<file path="config.mk">
export PLATFORM = sky130hd
export DESIGN_NAME = reg_load_arbiter_flat
export DESIGN_NICKNAME = d
export VERILOG_FILES = /design/src/rtl/reg_load_arbiter_pkg.sv /design/src/rtl/reg_load_arbiter_if.sv /design/src/rtl/reg_load_arbiter_rr_pick.sv /design/src/rtl/reg_load_arbiter.sv /design/src/flat_wrapper.sv
export SDC_FILE = /design/constraint.sdc
export NUM_CORES = 1
export LEC_CHECK = 0
export ABC_AREA = 0
export BUFFER_PORTS_ARGS = -buffer_cell sky130_fd_sc_hd__buf_2
export CAP_MARGIN = 30
export CORE_MARGIN = 2
export CORE_UTILIZATION = 46
export DETAILED_ROUTE_END_ITERATION = 7
export PLACE_DENSITY_LB_ADDON = 0.2
export RECOVER_POWER = 25
export SYNTH_ARGS = -nofsm -noshare
export SYNTH_HDL_FRONTEND = slang
export SYNTH_SLANG_ARGS = --single-unit
</file>
<file path="constraint.sdc">
create_clock -name clk -period 3 [get_ports clk]
set_input_delay 0.45 -clock clk [delete_from_list [all_inputs] [get_ports clk]]
set_output_delay 0.45 -clock clk [all_outputs]
set_load 0.02 [all_outputs]
</file>
<file path="src/rtl/reg_load_arbiter_pkg.sv">
// reg_arb_pkg: shared types, defaults and rotate helper for reg_load_arbiter.
package reg_arb_pkg;
  typedef enum logic [1:0] {IDLE, WRITE, CLEAR, LOCKED} state_t;
  localparam int DEF_WIDTH = 16;
  function automatic logic [7:0] rotr(input logic [7:0] v, input int n, input int sh);
    logic [7:0] r;
    r = '0;
    for (int i = 0; i < 8; i++) if (i < n) r[i] = v[3'((i + sh) % n)];
    return r;
  endfunction
endpackage

</file>
<file path="src/rtl/reg_load_arbiter_if.sv">
// reg_load_arbiter_if: requester and register-side signals of the arbiter.
// Optional lock bus present only when REG_ARB_LOCK_EN is defined.
interface reg_load_arbiter_if import reg_arb_pkg::*; #(
  parameter int NREQ  = 4,
  parameter int WIDTH = DEF_WIDTH
);
  logic [NREQ-1:0]       req, gnt;
  logic [NREQ*WIDTH-1:0] wdata;
  logic                  clr, clr_done, reg_ei, reg_rst, busy;
  logic [WIDTH-1:0]      reg_d;
`ifdef REG_ARB_LOCK_EN
  logic [NREQ-1:0]       lock;
`endif
  modport slave (
    input  req, wdata, clr,
    output gnt, clr_done, reg_d, reg_ei, reg_rst, busy
`ifdef REG_ARB_LOCK_EN
    , input lock
`endif
  );
  modport master (
    output req, wdata, clr,
    input  gnt, clr_done, reg_d, reg_ei, reg_rst, busy
`ifdef REG_ARB_LOCK_EN
    , output lock
`endif
  );
endinterface

</file>
<file path="src/rtl/reg_load_arbiter_rr_pick.sv">
// rr_pick: round-robin choice of the first request after last, as one-hot and index.
module rr_pick import reg_arb_pkg::*; #(
  parameter int NREQ = 4,
  parameter int IW   = $clog2(NREQ)
) (
  input  logic [NREQ-1:0] req,
  input  logic [IW-1:0]   last,
  output logic [NREQ-1:0] pick,
  output logic [IW-1:0]   idx
);
  logic [7:0] pad, rv;
  int k;
  always_comb begin
    pad = '0;
    pad[NREQ-1:0] = req;
    rv = rotr(pad, NREQ, (int'(last) + 1) % NREQ);
    k = 0;
    for (int i = NREQ - 1; i >= 0; i--) if (rv[i]) k = i;
    idx = IW'((int'(last) + 1 + k) % NREQ);
    pick = |rv ? NREQ'(1) << idx : '0;
  end
endmodule

</file>
<file path="src/rtl/reg_load_arbiter.sv">
// reg_load_arbiter: round-robin FSM driving one shared load-enabled register.
// Define REG_ARB_LOCK_EN to add lock[] and the LOCKED burst state.
module reg_load_arbiter import reg_arb_pkg::*; #(
  parameter int NREQ  = 4,
  parameter int WIDTH = DEF_WIDTH
) (
  input logic clk,
  input logic rst,
  reg_load_arbiter_if.slave bus
);
  localparam int IW = $clog2(NREQ);
  state_t state, state_nxt;
  logic [IW-1:0] w, w_nxt, last, last_nxt, pidx;
  logic [NREQ-1:0] pick, gnt_nxt, gnt_q;
  logic [WIDTH-1:0] d_nxt, d_q;
  logic [WIDTH-1:0] wd [NREQ];
  logic ei_q, rr_q, busy_q;
  for (genvar i = 0; i < NREQ; i++) assign wd[i] = bus.wdata[i*WIDTH +: WIDTH];
  rr_pick #(.NREQ(NREQ), .IW(IW)) u_pick (.req(bus.req), .last(last), .pick(pick), .idx(pidx));
  always_ff @(posedge clk or negedge rst)
    if (!rst) begin
      state  <= IDLE;
      w      <= '0;
      last   <= IW'(NREQ - 1);
      d_q    <= '0;
      gnt_q  <= '0;
      ei_q   <= 1'b0;
      rr_q   <= 1'b0;
      busy_q <= 1'b0;
    end else begin
      state  <= state_nxt;
      w      <= w_nxt;
      last   <= last_nxt;
      d_q    <= d_nxt;
      gnt_q  <= gnt_nxt;
      ei_q   <= state_nxt == WRITE;
      rr_q   <= state_nxt == CLEAR;
      busy_q <= state_nxt != IDLE;
    end
  always_comb begin
    state_nxt = state;
    w_nxt     = w;
    last_nxt  = last;
    d_nxt     = d_q;
    unique case (state)
      IDLE:
        if (bus.clr) state_nxt = CLEAR;
        else if (|pick) begin
          state_nxt = WRITE;
          w_nxt     = pidx;
          last_nxt  = pidx;
          d_nxt     = wd[pidx];
        end
`ifdef REG_ARB_LOCK_EN
      WRITE: state_nxt = bus.lock[w] ? LOCKED : IDLE;
      LOCKED:
        if (bus.req[w]) begin
          state_nxt = WRITE;
          d_nxt     = wd[w];
        end else if (!bus.lock[w]) state_nxt = IDLE;
`endif
      default: state_nxt = IDLE;
    endcase
  end
  always_comb gnt_nxt = state_nxt == WRITE ? NREQ'(1) << w_nxt : '0;
  assign bus.gnt      = gnt_q;
  assign bus.reg_d    = d_q;
  assign bus.reg_ei   = ei_q;
  assign bus.reg_rst  = rr_q;
  assign bus.clr_done = rr_q;
  assign bus.busy     = busy_q;
endmodule

</file>
<file path="src/flat_wrapper.sv">
// flat-port wrapper written by rule: the top's interface ports become plain ports
module reg_load_arbiter_flat import reg_arb_pkg::*;
#(
  parameter int NREQ  = 4,
  parameter int WIDTH = DEF_WIDTH
)
  (clk, rst, bus_req, bus_wdata, bus_clr, bus_gnt, bus_clr_done, bus_reg_d, bus_reg_ei, bus_reg_rst, bus_busy);
  reg_load_arbiter_if #(.NREQ(NREQ), .WIDTH(WIDTH)) bus_i ();
  input logic clk;
  input logic rst;
  input wire logic [$bits(bus_i.req)-1:0] bus_req;
  input wire logic [$bits(bus_i.wdata)-1:0] bus_wdata;
  input wire logic [$bits(bus_i.clr)-1:0] bus_clr;
  output wire logic [$bits(bus_i.gnt)-1:0] bus_gnt;
  output wire logic [$bits(bus_i.clr_done)-1:0] bus_clr_done;
  output wire logic [$bits(bus_i.reg_d)-1:0] bus_reg_d;
  output wire logic [$bits(bus_i.reg_ei)-1:0] bus_reg_ei;
  output wire logic [$bits(bus_i.reg_rst)-1:0] bus_reg_rst;
  output wire logic [$bits(bus_i.busy)-1:0] bus_busy;
  assign bus_i.req = bus_req;
  assign bus_i.wdata = bus_wdata;
  assign bus_i.clr = bus_clr;
  assign bus_gnt = bus_i.gnt;
  assign bus_clr_done = bus_i.clr_done;
  assign bus_reg_d = bus_i.reg_d;
  assign bus_reg_ei = bus_i.reg_ei;
  assign bus_reg_rst = bus_i.reg_rst;
  assign bus_busy = bus_i.busy;
  reg_load_arbiter #(.NREQ(NREQ), .WIDTH(WIDTH)) u_core (.clk(clk), .rst(rst), .bus(bus_i));
endmodule
</file>
==> run_results.csv, run 1 <==
group,metric,value,unit
status,status,"completed",
critical_path,critPathMaxStageDelay,670,ps
cts,cts_tree,"built",
critical_path,crit_fanout,17,
timing,tns,0,ps
grt,grt.overflow.total,0,
die,die_area,4780,um2
critical_path,crit_chain,"nand2_1 -> a21oi_1 -> nor2_1 -> a21oi_1 -> a21oi_1 -> ha_2 -> xnor2_4 -> xnor2_2 -> a21oi_4 -> a2111oi_0 -> o31ai_1",
die,start_util,48.1,%
grt,grt_pass1_vias,1707,
cells_and_area,fin_cells,331,
die,die_x,69.2,um
yosys,async_flop_share,100,%
critical_path,cpMaxStageDelayCell,"dfstp_2",
cts,cts-root-buf,"clkbuf_8",
cts,htreeDepth,1,
cts,clock_path_buffers,2,
cts,cts_hold_buffers,0,
yosys,ys_top_cells_by_count,"nor2b_1 (32), dfrtp_1 (25), nand2_1 (20)",
drt,wl_per_cell,13.7,um
yosys,ys_warn_count,0,
cts,postCtsSetupRepairBufs,0,
critical_path,rrSetupSlack,320,ps
power,ir_drop,0.590,mV
drt,dr.pass1.iters,4,
cts,clock-sinks,27,
drt,dr.first_iter.drc_count,58,
yosys,yosysSeqAreaShare,34.7,%
critical_path,crit_arrival,2860,ps
placed_design,port-buffer-count,94,
placed_design,gp_congestion,0.830,
yosys,synth_top_area_share,32.0,%
power,power.density,1310,nW/um2
timing,finalHoldViolCount,0,
critical_path,cpMostUsedCell,"a21oi_1",
drt,vias,1774,
die,pin_count,95,
timing,drv_slew,0,
cts,clk_latency,270,ps
grt,grt_first_pass_wirelength,7.82,mm
drt,drt_wl_total,4.55,mm
drt,viasPerCell,5.36,
placed_design,dp_hpwl,3.42,mm
placed_design,dp_cells,327,
yosys,syn_area,1950,um2
die,rows,23,
yosys,syn_nets,270,
timing,worstMarginPinSlew,1450,ps
critical_path,crit_family,"compound AO/OA/AOI/OAI gates",
run,maxCapViolCount,0,
critical_path,cp-end-kind,"flop",
grt,grt_usage,19.4,%
cts,clk_pin_slew_worst_paths,90,ps
cells_and_area,antenna_cells,0,
hold_path,min_path_type,"in -> reg",
timing,rsz0062_at_grt,"no",
critical_path,crit_type,"reg -> reg",
timing,fmax,0.373,GHz
cts,numCtsBuffers,3,
die,core,4060,um2
critical_path,critPathBufInv,0,
critical_path,cp-start-kind,"flop",
timing,fin_crit,2680,ps
drt,ant_nets,0,
yosys,synth_area_leaders,"dfrtp_1 (32%), nor2b_1 (10%), a221oi_1 (7.2%)",
critical_path,cp.required,3170,ps
grt,grt_max_degree,39,
cells_and_area,layout.nets,354,
drt,drc,0,
timing,skew,2.17,ps
timing,fin_crit_sh,89.4,%
yosys,ys_ff_latch,27,
cts,cts_resized,0,
yosys,synth_edf_count,0,
power,total_leakage_power,1.15,nW
yosys,syn_inst,198,
yosys,synthFlopType,"dfrtp_1",
timing,relSlewSlack,3.29,%
yosys,synth.most_common_cell,"nor2b_1",
grt,antenna_found_initial,0,
cells_and_area,drive_gt1_share,50.2,%
yosys,synth_cell_types,41,
yosys,synth_area_leader_cell,"dfrtp_1",
die,die-height,69.2,um
timing,finalSetupViolations,0,
timing,whs,454,ps
cells_and_area,syn_to_final_growth,27.5,%
yosys,avgSynthCellArea,9.86,um2
routing by layer:
layer | global-route usage [%] | wire, um | part of all wire [%] | vias to the layer above
li1 | - | - | - | 901
met1 | 25.6 | 2070 | 46 | 800
met2 | 32.6 | 2100 | 46 | 71
met3 | 4.68 | 360 | 7.9 | 2
met4 | 3.27 | 17 | 0.37 | 0
met5 | 0 | 0 | 0 | -
worst register-to-register path: stages (launching register included):
cell and delay [ps]:
dfstp_2 670, nand2_1 110, a21oi_1 150, nor2_1 50
a21oi_1 110, a21oi_1 80, ha_2 210, xnor2_4 220
xnor2_2 120, a21oi_4 480, a2111oi_0 160, o31ai_1 230
path summary, 6_finish.rpt:
path                                   endpoint            start  cells after the start
max                        u_core.bus.reg_d[13]   u_core.last[1]                     11
min                             u_core.state[1]          bus_clr                      3
max reg2reg                u_core.bus.reg_d[13]   u_core.last[1]                     11
min reg2reg                     u_core.state[1]  u_core.state[0]                      1
max in group asynchronous  u_core.bus.reg_d[13]              rst                      1
min in group asynchronous     u_core.bus.reg_ei              rst                      1
report_power, final:
part / internal (mW) / switching (mW) / leakage (nW)
sequential: 0.525 / 0.101 / 0.335
combinational: 0.993 / 1.43 / 0.786
clock: 0.0928 / 0.109 / 0.0255
total: 1.61 / 1.64 / 1.15
through the flow:
stage | instance area [um2] | utilization [%] | worst slack, ps | power, mW
floorplan | 1950 | - | 423 | 2.53
global placement | 2420 | 59.6 | 100 | 2.99
detailed placement | 2420 | 59.6 | -38.7 | 3.03
CTS | 2470 | 60.8 | 14.4 | 3.23
global route | 2490 | 61.4 | 14.3 | 3.53
finish | 2490 | 61.4 | 319 | 3.25
flip-flops by register name (all words and copies together), names as in the netlist:
register	cells
u_core.bus.reg_d	16
u_core.bus.gnt	4
u_core.last	2
u_core.state	2
u_core.bus.busy	1
u_core.bus.clr_done	1
u_core.bus.reg_ei	1
cell type report:
| class | instances | area, um2 |
|---|---|---|
| Sequential cell | 27 | 678 |
| Clock buffer | 3 | 41.3 |
| Clock inverter | 1 | 5.00 |
| Multi-Input combinational cell | 145 | 1160 |
| Inverter | 5 | 18.8 |
| Tap cell | 50 | 62.6 |
| Fill cell | 373 | 1570 |
| Timing Repair Buffer | 100 | 527 |
layout by cell type, fill, tap and decap left out, types with 2 or more instances in the layout:
| cell type | instances |
|---|---|
| a2111oi_0 | 7 |
| a2111oi_2 | 9 |
| a21oi_1 | 4 |
| a221oi_1 | 16 |
| a22oi_2 | 2 |
| buf_2 | 93 |
| buf_4 | 5 |
| clkbuf_8 | 3 |
| dfrtp_1 | 25 |
| dfstp_2 | 2 |
| inv_1 | 4 |
| nand2_1 | 20 |
| nor2_1 | 13 |
| nor2b_1 | 32 |
| nor3_1 | 3 |
| nor3_2 | 3 |
| o21ai_0 | 2 |
| o31ai_1 | 7 |
| o31ai_2 | 9 |
| xnor2_2 | 2 |
logic make-up after synthesis:
kind of cell               count (synthesis)  synth area share, %
adders and majority gates                  1                0.641
AOI/OAI and AO/OA                         64                 33.1
DFF                                       27                 34.7
buffers and inverters                     26                 7.43
xor gates and xnor gates                   3                 2.11
and+or+nand+nor                           77                 22.0
No activity file was read; power rests on OpenSTA's default activity.
==> run 2, diff against run 1 <==
--- a/config.mk
+++ b/config.mk
@@ -6,11 +6,11 @@
 export NUM_CORES = 1
 export LEC_CHECK = 0
 export ABC_AREA = 0
-export BUFFER_PORTS_ARGS = -buffer_cell sky130_fd_sc_hd__buf_2
 export CAP_MARGIN = 30
 export CORE_MARGIN = 2
-export CORE_UTILIZATION = 46
+export CORE_UTILIZATION = 55
 export DETAILED_ROUTE_END_ITERATION = 7
+export DONT_BUFFER_PORTS = 1
 export PLACE_DENSITY_LB_ADDON = 0.2
 export RECOVER_POWER = 25
 export SYNTH_ARGS = -nofsm -noshare
==> run_results.csv, run 2 (synthesized netlist as in run 1, its figures left out) <==
group,metric,value,unit
status,status,"completed",
timing,drv_slew,0,
timing,worstMarginPinSlew,1420,ps
timing,fin_crit_sh,92.9,%
cts,clock_path_buffers,2,
hold_path,holdPathEnd,"u_core.bus.clr_done",
power,combPwrFrac,68.3,%
drt,dr.pass1.iters,4,
power,power.share.sequential,26.2,%
placed_design,pre_cts_slack,184,ps
critical_path,cpMaxStageDelayCell,"dfstp_2",
cells_and_area,antenna_cells,0,
hold_path,min_path_type,"in -> reg",
timing,fin_crit,2790,ps
critical_path,r2r_start,"u_core.last[1]",
timing,finalHoldViolCount,0,
cts,clk_latency,340,ps
die,die-height,63.6,um
cells_and_area,final.fill_count,310,
die,die_x,63.6,um
cells_and_area,largest_register_ffs,16,
timing,setup_ws,213,ps
run,maxCapViolCount,0,
drt,drc,0,
critical_path,crit_chain,"nand2_1 -> a21oi_1 -> nor2_1 -> a21oi_1 -> a21oi_1 -> ha_2 -> xnor2_2 -> xnor2_2 -> a21oi_2 -> buf_4 -> a2111oi_2 -> o31ai_2",
critical_path,crit_fanout,10,
cells_and_area,design_area,2010,um2
placed_design,placed_cell_area,1940,um2
timing,relSlewSlack,5.12,%
placed_design,dp_hpwl,3.30,mm
drt,dr.first_iter.drc_count,56,
critical_path,cp.required,3230,ps
cells_and_area,final_common_cell,"nor2b_1",
die,pin_count,95,
hold_path,holdPathStages,2,
timing,fmax,0.359,GHz
power,power.density,1540,nW/um2
drt,ant_nets,0,
die,rows,21,
timing,whs,250,ps
timing,finalSetupViolations,0,
power,power_frac_clock,5.5,%
critical_path,worst-r2r-cell-count,12,
cts,clk_pin_slew_worst_paths,160,ps
grt,grt_max_degree,39,
grt,grt_first_pass_wirelength,7.33,mm
cells_and_area,fin_cells,236,
drt,viasPerCell,6.46,
cells_and_area,layout.nets,263,
critical_path,crit_arrival,3020,ps
placed_design,gp_congestion,0.908,
drt,wl_per_cell,18.9,um
cells_and_area,utilization,59.8,%
drt,drt_wl_total,4.47,mm
critical_path,timing.rr.end,"u_core.bus.reg_d[4]",
cts,numCtsBuffers,3,
cells_and_area,drive_gt1_share,25.8,%
placed_design,port-buffer-count,0,
grt,grt_pass1_vias,1602,
hold_path,hp-start,"bus_clr",
cells_and_area,final_cell_mix,"nor2b_1 (32), dfrtp_1 (25), nand2_1 (20)",
power,ir_drop,0.678,mV
critical_path,rrSetupSlack,210,ps
power,p_total,3.09,mW
die,die_area,4040,um2
critical_path,cp-start-kind,"flop",
cts,htreeDepth,1,
die,core,3360,um2
cts,cts-root-buf,"clkbuf_4",
grt,grt_usage,22.8,%
drt,vias,1525,
power,p_int,1.46,mW
critical_path,crit_family,"compound AO/OA/AOI/OAI gates",
grt,antenna_found_initial,0,
critical_path,cpMostUsedCell,"a21oi_1",
cells_and_area,syn_to_final_growth,3.01,%
power,total_leakage_power,0.764,nW
critical_path,critPathBufInv,1,
timing,skew,8.49,ps
die,start_util,58.1,%
critical_path,cp-end-kind,"flop",
timing,tns,0,ps
critical_path,critPathMaxStageDelay,650,ps
grt,grt.overflow.total,0,
power,netSwitchingFraction,52.8,%
placed_design,dp_cells,228,
critical_path,crit_type,"reg -> reg",
cts,cts_tree,"built",
cts,clock-sinks,27,
power,switching_power,1.63,mW
run 2: power groups by stage:
stage          clock network, mW  logic, mW  registers (mW)
2_1_floorplan                  0       1.76           0.771
3_3_place_gp                   0       1.90           0.817
3_5_place_dp                   0       1.99           0.822
4_1_cts                    0.169       2.00           0.815
5_1_grt                    0.183       2.35           0.832
6_report                   0.169       2.11           0.811
run 2: layout make-up:
| class | instances | area (um2) | area share (%) |
|---|---|---|---|
| Clock buffer | 3 | 22.5 | 1.12 |
| Clock inverter | 1 | 7.51 | 0.373 |
| Inverter | 5 | 18.8 | 0.933 |
| Multi-Input combinational cell | 145 | 1150 | 57.1 |
| Sequential cell | 27 | 678 | 33.7 |
| Tap cell | 46 | 57.6 | 2.86 |
| Timing Repair Buffer | 9 | 78.8 | 3.92 |
run 2: repair_timing:
| action | CTS | global route |
|---|---|---|
| resized for setup | 0 | 3 |
| hold endpoints to repair | 27 | 0 |
| setup buffers | 0 | 2 |
| hold buffers | 2 | 0 |
| setup endpoints to repair | 0 | 16 |
run 2: worst max path at each step:
stage | start | to | slack, ps | cells after the start
after global placement | u_core.last[1] | u_core.bus.reg_d[0] | 310 | 11
after global routing | u_core.last[1] | u_core.bus.reg_d[4] | -20 | 12
after detailed placement | u_core.last[1] | u_core.bus.reg_d[8] | 180 | 11
final | u_core.last[1] | u_core.bus.reg_d[4] | 210 | 12
after CTS | u_core.last[1] | u_core.bus.reg_d[8] | 140 | 11
after floorplan | bus_req[1] | u_core.bus.reg_d[10] | 420 | 13
run 2: worst register-to-register path, stage by stage, from the launching register on:
cell	delay, ps
dfstp_2	650
nand2_1	90
a21oi_1	140
nor2_1	50
a21oi_1	120
a21oi_1	90
ha_2	190
xnor2_2	300
xnor2_2	200
a21oi_2	130
buf_4	220
a2111oi_2	390
o31ai_2	90
run 2: per-layer routing:
layer	up-vias	part of all wire, %	wire length [um]	GRT usage, %
met3	10	6.5	291	4.29
met1	718	41	1850	28.7
met5	-	0	0	0
met4	0	2.2	97	7.61
li1	725	-	-	-
met2	72	50	2230	38.9
==> run 3, diff against run 2 <==
--- a/config.mk
+++ b/config.mk
@@ -8,7 +8,7 @@
 export ABC_AREA = 0
 export CAP_MARGIN = 30
 export CORE_MARGIN = 2
-export CORE_UTILIZATION = 55
+export CORE_UTILIZATION = 25
 export DETAILED_ROUTE_END_ITERATION = 7
 export DONT_BUFFER_PORTS = 1
 export PLACE_DENSITY_LB_ADDON = 0.2
==> run_results.csv, run 3 (synthesized netlist as in run 1, its figures left out) <==
group,metric,value,unit
timing,skew,4.54,ps
power,power.density,1540,nW/um2
cts,clk_latency,280,ps
grt,grt_max_degree,28,
cells_and_area,multi_input_area,1160,um2
drt,wl_per_cell,17.3,um
placed_design,dp_hpwl,3.75,mm
cells_and_area,design_area,2140,um2
critical_path,cpMaxStageDelayCell,"dfstp_2",
critical_path,crit_arrival,2890,ps
critical_path,crit_type,"reg -> reg",
drt,viasPerCell,5.05,
cells_and_area,antenna_cells,0,
power,p_total,3.29,mW
cells_and_area,largest_register_ffs,16,
status,status,"finished, violations left",
cts,numCtsBuffers,3,
timing,rsz0062_at_grt,"no",
cts,cts-root-buf,"clkbuf_8",
drt,drt_wl_total,5.09,mm
cells_and_area,utilization,28.0,%
timing,setup_ws,269,ps
placed_design,pre_cts_slack,65.8,ps
timing,worstMarginPinSlew,1570,ps
grt,grt_usage,11.5,%
drt,vias,1486,
grt,grt_first_pass_wirelength,7.71,mm
timing,finalSetupViolations,0,
drt,dr.first_iter.drc_count,51,
critical_path,crit_chain,"nand2_1 -> a21oi_1 -> nor2_1 -> a21oi_1 -> a21oi_1 -> ha_2 -> xnor2_2 -> xnor2_2 -> a21oi_4 -> buf_8 -> a2111oi_0 -> o31ai_1",
timing,fmax,0.366,GHz
power,total_leakage_power,0.787,nW
cells_and_area,final_common_cell,"nor2b_1",
hold_path,min_path_type,"in -> reg",
timing,fin_crit_sh,91.0,%
cells_and_area,seqCellArea,678,um2
critical_path,cp-start-kind,"flop",
die,pin_count,95,
timing,fin_crit,2730,ps
placed_design,placed_cell_area,2010,um2
grt,grt.overflow.total,0,
die,die-height,92.4,um
power,ir_drop,0.594,mV
placed_design,gp_congestion,0.720,
cts,htreeDepth,1,
critical_path,cp-end-kind,"flop",
drt,drc,0,
cts,cts_tree,"built",
cells_and_area,final.fill_count,812,
cts,clk_pin_slew_worst_paths,100,ps
timing,finalHoldViolCount,0,
timing,relSlewSlack,-4.82,%
cells_and_area,layout.nets,265,
cells_and_area,final_cell_mix,"nor2b_1 (32), dfrtp_1 (25), nand2_1 (20)",
critical_path,critPathMaxStageDelay,630,ps
cts,clock-sinks,27,
critical_path,cpMostUsedCell,"a21oi_1",
die,die_area,8540,um2
cells_and_area,drive_gt1_share,26.6,%
drt,dr.pass1.iters,4,
die,rows,32,
timing,drv_slew,28,
drt,ant_nets,0,
critical_path,cp.required,3160,ps
placed_design,port-buffer-count,0,
die,start_util,25.5,%
critical_path,crit_fanout,11,
grt,antenna_found_initial,0,
cells_and_area,syn_to_final_growth,9.74,%
grt,grt_pass1_vias,1431,
status,violations,"capacitance limit, slew limit",
placed_design,dp_cells,285,
run,maxCapViolCount,1,
cells_and_area,fin_cells,294,
die,die_x,92.4,um
die,core,7650,um2
cts,clock_path_buffers,2,
==> run 3: cell count changes in the layout (fill, tap and decap cells not counted), sizes merged <==
cell	before	now
buf	7	9
==> run 3: where the power goes <==
| group | internal (mW) | switching, mW |
|---|---|---|
| registers | 0.525 | 0.288 |
| logic | 0.983 | 1.28 |
| clock network | 0.0944 | 0.125 |
| total | 1.60 | 1.69 |
==> run 3: path summary, 6_finish.rpt <==
check / depth (start not counted) / end / start / slack, ps
worst max-delay path: 12 / u_core.bus.reg_d[15] / u_core.last[1] / 270
min in group asynchronous: 2 / u_core.state[1] / rst / 1110
worst min register to register: 1 / u_core.state[1] / u_core.state[0] / 470
worst max register to register: 12 / u_core.bus.reg_d[15] / u_core.last[1] / 270
max in group asynchronous: 2 / u_core.bus.reg_d[12] / rst / 980
worst min-delay path: 2 / u_core.state[1] / bus_clr / 330
==> run 3: stage by stage <==
step	setup TNS, ps	hold slack, ps
final	0	326
after global routing	0	332
after CTS	0	315
after floorplan	0	154
after global placement	-5.52	155
after detailed placement	0	155
==> run 3: per-layer routing <==
metal | GRT usage, % | up-vias | part of all wire [%]
met5 | 0 | - | 0
met4 | 1.87 | 0 | 0.43
met3 | 3.91 | 2 | 7.5
met2 | 18.3 | 65 | 45
met1 | 15.2 | 688 | 47
li1 | - | 731 | -
==> run 3: cell type report <==
class	instances	area share (%)
clock buffers	3	1.93
clock inverters	1	0.350
well taps	102	5.95
multi-input cells	145	53.9
repair buffers	11	5.31
flip-flops and latches	27	31.6
inverters	5	0.876
==> run 3: timing repair <==
action | in CTS | in global routing
setup endpoints to repair | 0 | 18
hold buffers | 2 | 0
resized for setup | 0 | 4
hold endpoints to repair | 27 | 0
buffers inserted | 0 | 3
==> run 3: worst max-delay path: cells and delay by family, from the launching register on <==
family / cells / cell delay, ps
XOR/XNOR: 2 / 480
AND/OR/NAND/NOR: 2 / 140
adder cells (fa/ha/maj): 1 / 190
AO/OA/AOI/OAI: 6 / 980
buffers and inverters: 1 / 190
flip-flops: 1 / 630
